**config.mk**
```make
export PLATFORM = sky130hd
export DESIGN_NAME = capture_sequencer
export DESIGN_NICKNAME = d
export VERILOG_FILES = /design/src/rtl/codec_pkg.sv /design/src/rtl/toggle_sync.sv /design/src/rtl/capture_sequencer.sv
export SDC_FILE = /design/constraint.sdc
export NUM_CORES = 1
export LEC_CHECK = 0
export CORE_UTILIZATION = 50
export CTS_CLUSTER_SIZE = 20
export DETAILED_ROUTE_END_ITERATION = 7
export GPL_TIMING_DRIVEN = 0
export PLACE_DENSITY = 0.87
export SLEW_MARGIN = 30
export SYNTH_ARGS = -nofsm -noshare
export SYNTH_HDL_FRONTEND = slang
export SYNTH_HIERARCHICAL = 1
export SYNTH_SLANG_ARGS = --single-unit
export TNS_END_PERCENT = 5
```
**constraint.sdc**
```tcl
create_clock -name bclk -period 4.25 [get_ports bclk]
set_input_delay 0.6375 -clock bclk [delete_from_list [all_inputs] [get_ports bclk]]
set_output_delay 0.6375 -clock bclk [all_outputs]
set_load 0.03 [all_outputs]
```
**src/rtl/codec_pkg.sv**
```systemverilog
// Shared codec constants and encodings for the bclk-side
// capture path and its mclk-side consumers.
package codec_pkg;

  localparam int DATA_BITS = 16;
  localparam int FRAME_LEN = 1024;
  localparam int FRAME_AW  = 10;

  typedef enum logic [1:0] {
    ST_IDLE    = 2'b00,
    ST_CAPTURE = 2'b01,
    ST_DONE    = 2'b10
  } state_e;

  localparam logic [1:0] MODE_L    = 2'b00;
  localparam logic [1:0] MODE_R    = 2'b01;
  localparam logic [1:0] MODE_MONO = 2'b10;

endpackage

```
**src/rtl/toggle_sync.sv**
```systemverilog
// Toggle-to-pulse crossing: 2-FF synchronizer, edge detect,
// registered one-cycle pulse in the destination domain.
module toggle_sync (
  input  logic clk,
  input  logic rst_n,
  input  logic tgl_i,
  output logic pulse_o
);

  logic r_s1;
  logic r_s2;
  logic r_prev;
  logic r_pulse;

  always_ff @(posedge clk) begin
    if (!rst_n) begin
      r_s1    <= 1'b0;
      r_s2    <= 1'b0;
      r_prev  <= 1'b0;
      r_pulse <= 1'b0;
    end else begin
      r_s1    <= tgl_i;
      r_s2    <= r_s1;
      r_prev  <= r_s2;
      r_pulse <= r_s2 ^ r_prev;
    end
  end

  assign pulse_o = r_pulse;

endmodule

```
**src/rtl/capture_sequencer.sv**
```systemverilog
// Sample capture sequencer: channel select, decimation and
// frame sequencing into the codec double buffer (bclk domain).
module capture_sequencer #(
  parameter int DATA_BITS  = 16,
  parameter int FRAME_LEN  = 1024,
  parameter int DECIM_BITS = 4
) (
  input  logic                  bclk,
  input  logic                  rst_n,
  input  logic [1:0]            cfg_mode_i,
  input  logic [DECIM_BITS-1:0] cfg_decim_i,
  input  logic                  cfg_single_i,
  input  logic                  arm_i,
  input  logic                  stop_i,
  input  logic                  i2s_valid_i,
  input  logic [DATA_BITS-1:0]  i2s_l_i,
  input  logic [DATA_BITS-1:0]  i2s_r_i,
  input  logic                  frame_ack_tgl_i,
  output logic                  wr_valid_o,
  output logic [DATA_BITS-1:0]  wr_data_o,
  output logic                  frame_done_o,
  output logic                  busy_o,
  output logic                  overrun_o,
  output logic [1:0]            state_o
);

  import codec_pkg::*;

  localparam int AW = $clog2(FRAME_LEN);
  localparam logic [AW-1:0] LAST = AW'(FRAME_LEN - 1);

  state_e                r_state;
  logic [1:0]            r_mode;
  logic [DECIM_BITS-1:0] r_decim;
  logic [DECIM_BITS-1:0] r_dec_cnt;
  logic                  r_single;
  logic [AW-1:0]         r_cnt;
  logic                  r_stop_pend;
  logic                  r_pend;
  logic                  r_ovr;
  logic                  r_wr_valid;
  logic [DATA_BITS-1:0]  r_wr_data;
  logic                  r_done;

  logic                  w_ack;
  logic                  w_cap;
  logic                  w_keep;
  logic                  w_last;
  logic [DATA_BITS:0]    w_sum;
  logic [DATA_BITS-1:0]  w_sel;

  toggle_sync u_ack_sync (
    .clk     (bclk),
    .rst_n   (rst_n),
    .tgl_i   (frame_ack_tgl_i),
    .pulse_o (w_ack)
  );

  assign w_cap  = (r_state == ST_CAPTURE) && i2s_valid_i;
  assign w_keep = w_cap && (r_dec_cnt == '0);
  assign w_last = w_keep && (r_cnt == LAST);

  // Floor average: drop the LSB of the 17-bit signed sum.
  assign w_sum = {i2s_l_i[DATA_BITS-1], i2s_l_i}
               + {i2s_r_i[DATA_BITS-1], i2s_r_i};

  always_comb begin
    w_sel = i2s_l_i;
    case (r_mode)
      MODE_R:    w_sel = i2s_r_i;
      MODE_MONO: w_sel = w_sum[DATA_BITS:1];
      default:   w_sel = i2s_l_i;
    endcase
  end

  always_ff @(posedge bclk) begin
    if (!rst_n) begin
      r_state     <= ST_IDLE;
      r_mode      <= '0;
      r_decim     <= '0;
      r_dec_cnt   <= '0;
      r_single    <= 1'b0;
      r_cnt       <= '0;
      r_stop_pend <= 1'b0;
      r_pend      <= 1'b0;
      r_ovr       <= 1'b0;
      r_wr_valid  <= 1'b0;
      r_wr_data   <= '0;
      r_done      <= 1'b0;
    end else begin
      r_wr_valid <= w_keep;
      r_done     <= w_last;
      if (w_keep) begin
        r_wr_data <= w_sel;
        r_cnt     <= r_cnt + 1'b1;
      end
      if (w_cap)
        r_dec_cnt <= w_keep ? r_decim : r_dec_cnt - 1'b1;
      // A coincident ack retires the old frame before the new one lands.
      if (r_done) begin
        if (r_pend && !w_ack)
          r_ovr <= 1'b1;
        r_pend <= 1'b1;
      end else if (w_ack) begin
        r_pend <= 1'b0;
      end
      unique case (r_state)
        ST_IDLE: begin
          if (arm_i && !stop_i) begin
            r_state     <= ST_CAPTURE;
            r_mode      <= cfg_mode_i;
            r_decim     <= cfg_decim_i;
            r_single    <= cfg_single_i;
            r_cnt       <= '0;
            r_dec_cnt   <= '0;
            r_ovr       <= 1'b0;
            r_pend      <= 1'b0;
            r_stop_pend <= 1'b0;
          end
        end
        ST_CAPTURE: begin
          if (stop_i)
            r_stop_pend <= 1'b1;
          // Leave only on a frame boundary to keep writes frame-aligned.
          if (r_done) begin
            if (r_stop_pend || stop_i)
              r_state <= ST_IDLE;
            else if (r_single)
              r_state <= ST_DONE;
          end
        end
        ST_DONE: begin
          if (w_ack || stop_i)
            r_state <= ST_IDLE;
        end
        default: r_state <= ST_IDLE;
      endcase
    end
  end

  assign wr_valid_o   = r_wr_valid;
  assign wr_data_o    = r_wr_data;
  assign frame_done_o = r_done;
  assign busy_o       = (r_state != ST_IDLE);
  assign overrun_o    = r_ovr;
  assign state_o      = r_state;

endmodule

```
==> metrics.yaml <==
status:
  status: "complete, no violations"
worst_setup_path:
  start_kind: "primary input"
  cp_data_arrival_time_ns: 3.03
  crit_slowest_cell: "or4_1"
  worstPathMaxFanout: 5
  worst-setup-path-type: "in -> reg"
  cp-end-kind: "register"
  regToRegEndpoint: "wr_data_o[10]$_SDFFE_PN0P_"
  crit_path_start: "i2s_l_i[0]"
  ff2ff_path_depth: 7
  reg2reg_from: "r_dec_cnt[0]$_SDFF_PN0_"
  max_stage_delay_ns: 0.51
  ff2ff_setup_slack_ns: 2.05
  required_ns: 4.49
  path_cells: "clkdlybuf4s50_1 > and2_1 > fa_1 > a211o_1 > and3_4 > o21ba_1 > or4_1 > o211ai_1"
cells_and_area:
  nets: 541
  n_antenna_cell: 0
  layout-drive-gt1-share_pct: 5.46
  layout_commonest_cell: "clkdlybuf4s50_1"
  areaGrowthSynthToFinish_pct: 26.5
  final_cell_mix: "clkdlybuf4s50_1, dfxtp_1, nand2_1"
  postLayoutCoreUtil_pct: 66.9
  final_cell_area_sq_um: 4060
logic_synthesis:
  syn_inst: 402
  async_flop_share_pct: 0
  avgSynthCellArea_sq_um: 7.98
  yosys.area.top_type_share_pct: 30.0
  synth_warnings: 6
  synth_top_cell_by_area: "dfxtp_1"
  syn_area_sq_um: 3210
  synth-seq-cells: 48
  synthTopCellsByArea: "dfxtp_1, ha_1, a21oi_1"
  synth_edf_count: 0
  yosysUniqueCellTypes: 67
  ys.flop_type: "dfxtp_1"
  syn_nets: 468
  seq_area_frac_synth_pct: 30.0
floorplan:
  fp.dieW_microns: 82.1
  coreArea_sq_um: 6060
  die_h_microns: 82.1
  ioPinCount: 67
  rows: 28
  start_util_pct: 52.9
  die-area_sq_um: 6740
routing:
  wl_per_cell_microns: 16.4
  antenna_left: 0
  drc_errors: 0
  wl_microns: 9060
  routed-via-count: 3375
  firstDrtPassIters: 4
  vias_per_cell: 6.13
  drt-initial-drc-count: 185
job:
  drv_cap: 0
timing:
  rsz0062_at_grt: "false"
  finClkSkew_ns: 0.00414
  setup_tns_ns: 0
  maxSlewViolCount: 0
  worst_slew_pin_slew_ns: 0.871
  max_clock_freq_mhz: 357
  finalCriticalPeriod_ns: 2.80
  hold_viol: 0
  report.final.setup_viol: 0
  post-route-period-util_pct: 65.8
  max_slew_margin_pct: 41.8
min_path:
  hp-class: "reg -> reg"
  hold_path_end: "u_ack_sync/r_s2$_SDFF_PN0_"
  whs_path_depth: 1
  hold_start: "u_ack_sync/r_s1$_SDFF_PN0_"
clock_network:
  clock_latency_ns: 0.31
  hold_buffers: 0
  h-tree-depth: 2
  cts_num_sinks: 48
  numCtsBuffers: 5
  cts_buffer_depth: 2
  post_cts_buffers: 0
  cts-root-buf: "clkbuf_8"
  path_clk_slew_ns: 0.09
  cts_tree: "yes"
  ctsResizeCount: 0
grt:
  antenna_found_initial: 0
  grt_util_all_layers_pct: 27.3
  grt_pass1_wl_microns: 13900
  grt_overflow: 0
  grt_start_max_net_pins: 16
  grt_pass1_vias: 3140
placed_design:
  hpwl_microns: 6720
  gp_congestion: 0.945
  post_dp_cell_area_sq_um: 3960
  io_buffer_count: 66
power_and_ir_drop:
  power_density_nw_per_um2: 264
  p_leak_nw: 1.51
  ir_drop_uv: 177
  power_w: 0.00107
==> per-stage QoR <==
step	hold WS, ns	instances	worst slack (ns)
global placement	0.410	543	1.16
global route	0.448	551	1.40
detailed placement	0.419	543	1.14
CTS	0.441	551	1.46
floorplan	0.406	402	1.75
finish	0.441	551	1.45
==> worst max-delay path by stage <==
stage,to,slack (ns),depth (start not counted)
2_1_floorplan,wr_data_o[13]$_SDFFE_PN0P_,1.75,7
3_3_place_gp,wr_data_o[13]$_SDFFE_PN0P_,1.16,8
3_5_place_dp,wr_data_o[13]$_SDFFE_PN0P_,1.14,8
4_1_cts,wr_data_o[13]$_SDFFE_PN0P_,1.46,8
5_1_grt,wr_data_o[13]$_SDFFE_PN0P_,1.40,8
6_report,wr_data_o[13]$_SDFFE_PN0P_,1.45,8
==> layout make-up <==
cell class,instances,area (sq um)
buffer,15,77.6
clock buffer,6,82.6
clock inverter,2,13.8
fill,514,2000
inverter,18,67.6
multi-input combinational,321,2100
sequential,48,961
tap,75,93.8
timing repair buffer,66,661
==> critical path: cells and delay by family <==
family / cells / cell delay (ns)
buffers and inverters: 1 / 0.46
AND/OR/NAND/NOR: 3 / 0.90
AO/OA/AOI/OAI: 3 / 0.59
adder cells (fa/ha/maj): 1 / 0.42
==> per-layer routing <==
layer / GRT usage (%) / up-vias / wire length [microns]
met3: 4.67 / 29 / 576
met4: 15.1 / 0 / 298
li1: - / 1639 / -
met5: 0 / - / 0
met1: 34.2 / 1586 / 4020
met2: 44.1 / 121 / 4160
==> Yosys cell counts, drive strengths merged (2+ instances only) <==
cell type   n
xor2        6
and2        8
and4        2
nor2       36
a22oi       5
o211ai      8
o21ai      23
nand2b      8
nand3b      2
mux2        2
a221o       3
a21o        3
nand3      18
nand4       5
clkbuf     10
nor4        3
dfxtp      48
ha         20
a211oi      8
and3        4
or3         5
buf         5
o31a        2
a21oi      37
nor3       10
a221oi      7
o311ai      3
inv        18
or4         4
a311oi      3
o22ai       2
a31o        2
o21bai      2
a31oi       4
nor2b       3
o2111ai     3
nor3b       4
nand2      42
o21a        2
a211o       2
xnor2       6
==> cell families (layout without fill, tap and decap cells) <==
logic type | after synthesis | count (layout) | share of synthesized area, %
xor gates and xnor gates | 12 | 12 | 3.28
AOI/OAI and AO/OA | 125 | 125 | 25.8
muxes | 3 | 3 | 1.01
adders and majority gates | 21 | 21 | 8.43
buffers and inverters | 33 | 107 | 4.53
DFF | 48 | 48 | 30.0
and+or+nand+nor | 160 | 160 | 27.0
==> state kept, by name (all words and copies together), names as in the netlist <==
name	cells
wr_data_o	16
r_cnt	10
r_dec_cnt	4
r_decim	4
r_mode	2
state_o	2
frame_done_o	1
overrun_o	1
r_pend	1
r_single	1
r_stop_pend	1
u_ack_sync/pulse_o	1
u_ack_sync/r_prev	1
u_ack_sync/r_s1	1
u_ack_sync/r_s2	1
wr_valid_o	1
==> report_power, final <==
group	leakage [nW]	internal [W]	total, W	switching, W
clock network	0.0516	0.000133	0.000301	0.000168
logic	1.07	0.000127	0.000296	0.000169
registers	0.389	0.000464	0.000473	0.00000975
Note: power is estimated with default switching activity, not from simulation.
